--- src/rtl/apb_pkg.sv ---
// Shared APB definitions: bus width defaults (common with the APB slave memory)
// and the requester FSM state encoding.
package apb_pkg;

   localparam int unsigned APB_AWIDTH = 8;
   localparam int unsigned APB_DWIDTH = 32;

   typedef enum logic [1:0] {
      StIdle,
      StSetup,
      StAccess,
      StResp
   } apb_master_state_e;

endpackage

--- src/rtl/apb_master_wdog.sv ---
// ACCESS-phase watchdog for apb_master. Counts stalled ACCESS cycles and flags
// the cycle in which the TIMEOUT_CYCLES-th consecutive stall completes.
module apb_master_wdog #(
   parameter int unsigned TIMEOUT_CYCLES = 16
) (
   input  logic clk,
   input  logic rst,
   input  logic clear,
   input  logic count,
   output logic expired
);

   localparam int unsigned CW = $clog2(TIMEOUT_CYCLES + 1);

   logic [CW-1:0] cnt_q;

   // Stall counter: cleared outside ACCESS, bumped on every stalled ACCESS cycle.
   always_ff @(posedge clk or negedge rst) begin
      if (!rst) begin
         cnt_q <= '0;
      end else if (clear) begin
         cnt_q <= '0;
      end else if (count) begin
         cnt_q <= cnt_q + 1'b1;
      end
   end

   // cnt_q holds the number of earlier stalled cycles, so the current stall is
   // number cnt_q + 1.
   assign expired = count && (cnt_q == CW'(TIMEOUT_CYCLES - 1));

endmodule

--- src/rtl/apb_master.sv ---
// APB requester: turns a valid/ready command stream into APB transfers and
// returns one response per command. All outputs are registered.
// Optional: define APB_MASTER_TIMEOUT_EN to abort transfers whose ACCESS phase
// stalls for TIMEOUT_CYCLES cycles (response then carries rsp_err = 1).
module apb_master
   import apb_pkg::*;
#(
   parameter int unsigned AWIDTH         = APB_AWIDTH,
   parameter int unsigned DWIDTH         = APB_DWIDTH,
   parameter int unsigned TIMEOUT_CYCLES = 16
) (
   input  logic              clk,
   input  logic              rst,
   // command stream
   input  logic              cmd_valid,
   output logic              cmd_ready,
   input  logic              cmd_write,
   input  logic [AWIDTH-1:0] cmd_addr,
   input  logic [DWIDTH-1:0] cmd_wdata,
   // response stream
   output logic              rsp_valid,
   input  logic              rsp_ready,
   output logic              rsp_write,
   output logic [DWIDTH-1:0] rsp_rdata,
   output logic              rsp_err,
   // APB
   output logic              p_sel,
   output logic              p_en,
   output logic              p_write,
   output logic [AWIDTH-1:0] addr,
   output logic [DWIDTH-1:0] wdata,
   input  logic [DWIDTH-1:0] rdata,
   input  logic              p_ready
);

   apb_master_state_e state_q, state_d;

   logic              cmd_ready_q, cmd_ready_d;
   logic              rsp_valid_q, rsp_valid_d;
   logic              rsp_write_q, rsp_write_d;
   logic [DWIDTH-1:0] rsp_rdata_q, rsp_rdata_d;
   logic              rsp_err_q, rsp_err_d;
   logic              p_sel_q, p_sel_d;
   logic              p_en_q, p_en_d;
   logic              p_write_q, p_write_d;
   logic [AWIDTH-1:0] addr_q, addr_d;
   logic [DWIDTH-1:0] wdata_q, wdata_d;

   logic wdog_expired;

`ifdef APB_MASTER_TIMEOUT_EN
   logic wdog_clear;
   logic wdog_count;

   assign wdog_clear = (state_q != StAccess);
   assign wdog_count = (state_q == StAccess) && !p_ready;

   apb_master_wdog #(
      .TIMEOUT_CYCLES(TIMEOUT_CYCLES)
   ) u_wdog (
      .clk    (clk),
      .rst    (rst),
      .clear  (wdog_clear),
      .count  (wdog_count),
      .expired(wdog_expired)
   );
`else
   assign wdog_expired = 1'b0;
`endif

   // Next-state and registered-output logic; every register holds by default.
   always_comb begin
      state_d     = state_q;
      cmd_ready_d = cmd_ready_q;
      rsp_valid_d = rsp_valid_q;
      rsp_write_d = rsp_write_q;
      rsp_rdata_d = rsp_rdata_q;
      rsp_err_d   = rsp_err_q;
      p_sel_d     = p_sel_q;
      p_en_d      = p_en_q;
      p_write_d   = p_write_q;
      addr_d      = addr_q;
      wdata_d     = wdata_q;

      unique case (state_q)
         StIdle: begin
            // Also raises cmd_ready on the first edge after reset release.
            cmd_ready_d = 1'b1;
            if (cmd_valid && cmd_ready_q) begin
               cmd_ready_d = 1'b0;
               p_write_d   = cmd_write;
               addr_d      = cmd_addr;
               wdata_d     = cmd_wdata;
               p_sel_d     = 1'b1;
               p_en_d      = 1'b0;
               state_d     = StSetup;
            end
         end
         StSetup: begin
            // p_ready here may be stale from the previous transfer: ignore it.
            p_en_d  = 1'b1;
            state_d = StAccess;
         end
         StAccess: begin
            if (p_ready || wdog_expired) begin
               rsp_valid_d = 1'b1;
               rsp_write_d = p_write_q;
               rsp_err_d   = !p_ready;
               rsp_rdata_d = (p_ready && !p_write_q) ? rdata : '0;
               p_sel_d     = 1'b0;
               p_en_d      = 1'b0;
               p_write_d   = 1'b0;
               addr_d      = '0;
               wdata_d     = '0;
               state_d     = StResp;
            end
         end
         StResp: begin
            if (rsp_ready) begin
               rsp_valid_d = 1'b0;
               rsp_write_d = 1'b0;
               rsp_rdata_d = '0;
               rsp_err_d   = 1'b0;
               cmd_ready_d = 1'b1;
               state_d     = StIdle;
            end
         end
         default: state_d = StIdle;
      endcase
   end

   // State and output registers; reset drops any transfer in flight.
   always_ff @(posedge clk or negedge rst) begin
      if (!rst) begin
         state_q     <= StIdle;
         cmd_ready_q <= 1'b0;
         rsp_valid_q <= 1'b0;
         rsp_write_q <= 1'b0;
         rsp_rdata_q <= '0;
         rsp_err_q   <= 1'b0;
         p_sel_q     <= 1'b0;
         p_en_q      <= 1'b0;
         p_write_q   <= 1'b0;
         addr_q      <= '0;
         wdata_q     <= '0;
      end else begin
         state_q     <= state_d;
         cmd_ready_q <= cmd_ready_d;
         rsp_valid_q <= rsp_valid_d;
         rsp_write_q <= rsp_write_d;
         rsp_rdata_q <= rsp_rdata_d;
         rsp_err_q   <= rsp_err_d;
         p_sel_q     <= p_sel_d;
         p_en_q      <= p_en_d;
         p_write_q   <= p_write_d;
         addr_q      <= addr_d;
         wdata_q     <= wdata_d;
      end
   end

   assign cmd_ready = cmd_ready_q;
   assign rsp_valid = rsp_valid_q;
   assign rsp_write = rsp_write_q;
   assign rsp_rdata = rsp_rdata_q;
   assign rsp_err   = rsp_err_q;
   assign p_sel     = p_sel_q;
   assign p_en      = p_en_q;
   assign p_write   = p_write_q;
   assign addr      = addr_q;
   assign wdata     = wdata_q;

endmodule

--- config.mk ---
export PLATFORM = sky130hd
export DESIGN_NAME = apb_master
export DESIGN_NICKNAME = d
export VERILOG_FILES = /design/src/rtl/apb_pkg.sv /design/src/rtl/apb_master_wdog.sv /design/src/rtl/apb_master.sv
export SDC_FILE = /design/constraint.sdc
export NUM_CORES = 1
export LEC_CHECK = 0
export ABC_CLOCK_PERIOD_IN_PS = 2400
export CAP_MARGIN = 20
export CORE_MARGIN = 2
export CORE_UTILIZATION = 42
export CTS_CLUSTER_SIZE = 16
export DETAILED_ROUTE_END_ITERATION = 10
export PLACE_DENSITY = 0.8
export SLEW_MARGIN = 10
export SYNTH_ARGS = -nofsm -noshare
export SYNTH_HDL_FRONTEND = slang
export SYNTH_HIERARCHICAL = 1
export SYNTH_SLANG_ARGS = --single-unit
--- constraint.sdc ---
create_clock -name clk -period 2.4 [get_ports clk]
set_clock_uncertainty 0.15 [all_clocks]
set_input_delay 0.24 -clock clk [delete_from_list [all_inputs] [get_ports clk]]
set_output_delay 0.24 -clock clk [all_outputs]
set_load 0.02 [all_outputs]
==> flow_summary.html <==
<table>
<tr><th>Metric</th><th>Value</th></tr>
<tr><th colspan="2">Worst setup path</th></tr>
<tr><td>Category of the worst setup path capture point</td><td>register</td></tr>
<tr><td>Cell type of the slowest stage on the worst timing path</td><td>dfrtp_1</td></tr>
<tr><td>Worst setup SP type</td><td>register</td></tr>
<tr><td>Cell family with most CP delay</td><td>flip-flops</td></tr>
<tr><td>Path type of the worst setup path</td><td>reg -&gt; reg</td></tr>
<tr><td>Crit-path max FO</td><td>between 40 and 50</td></tr>
<tr><td>Data required, critical path</td><td>2470 ps</td></tr>
<tr><td>Ordered cell list for the critical path</td><td>inv_1 -&gt; ha_1 -&gt; a21boi_4 -&gt; nor3_4 -&gt; buf_12 -&gt; mux2_2</td></tr>
<tr><td>Delay of the slowest critical-path stage</td><td>380 ps</td></tr>
<tr><td>Worst Path Arrival</td><td>around 2200 ps</td></tr>
<tr><td>Number of buffers and inverters on the critical path</td><td>2</td></tr>
<tr><th colspan="2">Layout</th></tr>
<tr><td>Net count of the finished layout</td><td>about 500</td></tr>
<tr><td>Antenna cell count</td><td>0</td></tr>
<tr><td>Flip-flop and latch area</td><td>around 2000 µm²</td></tr>
<tr><td>Fillers</td><td>610</td></tr>
<tr><td>End-of-flow core utilization</td><td>0.668</td></tr>
<tr><td>Layout cell share with drive strength beyond 1</td><td>0.158</td></tr>
<tr><td>Area Overhead vs Synth</td><td>55.9%</td></tr>
<tr><td>Area of the multi-input gates</td><td>between 1000 and 1500 µm²</td></tr>
<tr><th colspan="2">Die</th></tr>
<tr><td>Core Rows</td><td>33</td></tr>
<tr><td>Initial cell density of the core</td><td>0.428</td></tr>
<tr><td>Core Region</td><td>between 8000 and 9000 µm²</td></tr>
<tr><td>I/O pin count</td><td>157</td></tr>
<tr><td>Total die area</td><td>9000 µm²</td></tr>
<tr><td>Vertical die dimension</td><td>around 95 µm</td></tr>
<tr><td>Die width</td><td>94.9 µm</td></tr>
<tr><th colspan="2">Yosys</th></tr>
<tr><td>Cells taking the most area after synthesis</td><td>dfrtp_1 (58%), mux2_2 (13%), a22o_1 (8.8%)</td></tr>
<tr><td>Synth top cells by count</td><td>dfrtp_1 (81), mux2_2 (40), nor2b_1 (40)</td></tr>
<tr><td>Xor-xnor portion of the synthesized cell area</td><td>0</td></tr>
<tr><td>Number of unique standard cell types used by synthesis</td><td>25</td></tr>
<tr><td>Register area share after synthesis</td><td>0.585</td></tr>
<tr><td>EDFF count, synth</td><td>0</td></tr>
<tr><td>Number of nets produced by synthesis</td><td>339</td></tr>
<tr><td>Yosys top cell by area</td><td>dfrtp_1</td></tr>
<tr><td>Area fraction in compound gates after synthesis</td><td>0.103</td></tr>
<tr><td>Combinational family with the most area after synthesis</td><td>multiplexers</td></tr>
<tr><td>Multiplexer fraction of the synthesized cell area</td><td>0.148</td></tr>
<tr><td>Proportion of netlist area held by the largest area contributor</td><td>0.585</td></tr>
<tr><td>Fraction of the mapped netlist area in simple logic gates</td><td>0.105</td></tr>
<tr><td>Library cell with the highest instance count after synthesis</td><td>dfrtp_1</td></tr>
<tr><td>Number of storage elements in the synthesis netlist</td><td>81</td></tr>
<tr><td>Post-synth design cell area</td><td>roughly 3500 µm²</td></tr>
<tr><td>Ys Warns</td><td>6</td></tr>
<tr><td>Post-synthesis adder-cell area fraction</td><td>0.0217</td></tr>
<tr><td>Top_reg_cell synth</td><td>dfrtp_1</td></tr>
<tr><td>Gate count of the mapped netlist</td><td>between 200 and 300</td></tr>
<tr><td>Average size of a mapped cell</td><td>13.6 µm²</td></tr>
<tr><td>Async S/R FF share, synth</td><td>1.00</td></tr>
<tr><th colspan="2">Worst hold path</th></tr>
<tr><td>Worst hold-check path type</td><td>in -&gt; async</td></tr>
<tr><th colspan="2">Global routing</th></tr>
<tr><td>Grt met1 use</td><td>0.225</td></tr>
<tr><td>GR Overflow Total</td><td>0</td></tr>
<tr><td>GRT Total Usage</td><td>0.179</td></tr>
<tr><td>Most used routing layer in global routing</td><td>met2</td></tr>
<tr><td>M3 GR Usage</td><td>0.0638</td></tr>
<tr><td>GR met2 Demand/Resource</td><td>0.285</td></tr>
<tr><td>Global-route wire length before repair</td><td>12.3 mm</td></tr>
<tr><td>Largest net degree at the start of global routing</td><td>47</td></tr>
<tr><td>Initial antenna violation count</td><td>0</td></tr>
<tr><td>Vias in the first global route</td><td>2600</td></tr>
<tr><th colspan="2">Placement</th></tr>
<tr><td>HPWL after detailed placement</td><td>about 5.7 mm</td></tr>
<tr><td>Global placer's final weighted congestion</td><td>between 0.7 and 0.8</td></tr>
<tr><td>Pre-CTS setup slack</td><td>285 ps</td></tr>
<tr><td>Count of buffers from port buffering</td><td>about 160</td></tr>
<tr><th colspan="2">Route</th></tr>
<tr><td>Number of detailed-routing iterations run before antenna repair</td><td>4</td></tr>
<tr><td>Avg Vias per Cell</td><td>about 4.9</td></tr>
<tr><td>Detailed-route via count</td><td>about 2600</td></tr>
<tr><td>Routed wire per std cell</td><td>between 15 and 20 µm</td></tr>
<tr><td>Total wire length</td><td>slightly below 8 mm</td></tr>
<tr><td>Number of DRC markers in iteration 0</td><td>63</td></tr>
<tr><td>Final routed DRC violation total</td><td>0</td></tr>
<tr><td>Post-detailed-route count of antenna-violating nets</td><td>0</td></tr>
<tr><th colspan="2">Timing</th></tr>
<tr><td>Setup TNS</td><td>0 ps</td></tr>
<tr><td>Total of endpoints with negative setup slack in the final report</td><td>0</td></tr>
<tr><td>Number of hold-slack violations in the final timing report</td><td>0</td></tr>
<tr><td>Setup repair after global routing missed its margin</td><td>no</td></tr>
<tr><td>Peak clock frequency supported by timing</td><td>479 MHz</td></tr>
<tr><td>Max Slew Vio Count</td><td>0</td></tr>
<tr><td>Headroom to the max-slew limit</td><td>0.696</td></tr>
<tr><td>Min Tclk post-route</td><td>approximately 2100 ps</td></tr>
<tr><td>Final Worst Setup Slack</td><td>between 300 and 400 ps</td></tr>
<tr><td>Post-route clock period utilization</td><td>0.870</td></tr>
<tr><td>Worst-Margin Slew</td><td>456 ps</td></tr>
<tr><th colspan="2">CTS</th></tr>
<tr><td>Num CTS Buffers</td><td>9</td></tr>
<tr><td>TritonCTS sink count</td><td>slightly above 80</td></tr>
<tr><td>Cells resized by post-CTS repair</td><td>0</td></tr>
<tr><td>Clock-pin slew on the worst setup and hold paths</td><td>approximately 80 ps</td></tr>
<tr><td>Count of H-tree levels built during CTS</td><td>3</td></tr>
<tr><td>Post-cts hold buffer count</td><td>1</td></tr>
<tr><td>Clock Path Buffers</td><td>2</td></tr>
<tr><td>Post-CTS setup repair buffer count</td><td>0</td></tr>
<tr><td>Clk Tree Root Cell</td><td>clkbuf_8</td></tr>
<tr><td>TritonCTS clock tree</td><td>done</td></tr>
<tr><td>Skew-Pair Late Insertion Delay</td><td>~340 ps</td></tr>
<tr><th colspan="2">Power</th></tr>
<tr><td>Power per standard cell area</td><td>around 1500 nW/µm²</td></tr>
<tr><td>Leak Pwr</td><td>2.36 nW</td></tr>
<tr><td>Peak ir drop on the vdd network</td><td>904 µV</td></tr>
<tr><td>Sum of internal, switching and leakage power</td><td>~8.0 mW</td></tr>
<tr><th colspan="2">Outcome</th></tr>
<tr><td>Outcome</td><td>finished, final reports clean</td></tr>
<tr><th colspan="2">Run</th></tr>
<tr><td>Number of max-cap violations</td><td>0</td></tr>
</table>
[metrics by stage]
| stage | std cells | hold WS (ps) | area (µm²) |
|---|---|---|---|
| finish | 522 | 234 | 5400 |
| global route | 522 | 269 | 5400 |
| CTS | 522 | 231 | 5400 |
| detailed placement | 505 | 74.4 | 5150 |
| global placement | 505 | 62.3 | 5150 |
| floorplan | 255 | -206 | 3470 |
[power breakdown]
| part | switching [mW] | total [mW] | internal [mW] |
|---|---|---|---|
| logic | 2.06 | 4.36 | 2.29 |
| registers | 0.392 | 2.43 | 2.04 |
| clock network | 0.467 | 1.19 | 0.718 |
| total | 2.92 | 7.97 | 5.05 |
[sequential cells by signal (all words and copies together) (netlist names), 2 cells and up]
signal,flops
rsp_rdata,32
addr,8
state_q,2
wdata,32
[routing by layer]
layer  routed length [µm]  up-vias
met5                    0        -
met4                   91        0
met3                  845        8
met2                 3580      127
met1                 3410     1219
li1                     -     1196
[cells by family (layout without fill, tap and decap cells)]
family / after synthesis / in the layout
flops: 81 / 81
simple gates: 59 / 59
mux: 46 / 46
compound gates: 40 / 40
buf+inv: 23 / 185
fa+ha+maj: 6 / 6
[path summary, 6_finish.rpt]
path | cells past startpoint | slack (ps) | end | start
max | 6 | 310 | addr[2] | state_q[0]
min | 2 | 230 | wdata[21] | rst
max reg2reg | 6 | 310 | addr[2] | state_q[0]
min reg2reg | 1 | 340 | rsp_err | rsp_err
max in group asynchronous | 3 | 1260 | addr[5] | rst
min in group clk | 1 | 340 | rsp_err | rsp_err
[area by class of cell]
class,count,area share
Sequential cell,81,0.375
Timing Repair Buffer,163,0.306
Multi-Input combinational cell,151,0.246
Clock buffer,11,0.0262
Tap cell,105,0.0243
Clock inverter,5,0.0190
Inverter,6,0.00417
[cell usage in the layout, fill, tap and decap left out, types with 4 or more instances in the layout]
master / count
a22o_1: 35
buf_4: 4
clkbuf_8: 10
clkdlybuf4s50_1: 155
dfrtp_1: 81
ha_1: 6
inv_1: 6
mux2_2: 40
nor2_1: 5
nor2b_1: 40
(Power assumes the default switching activity.)
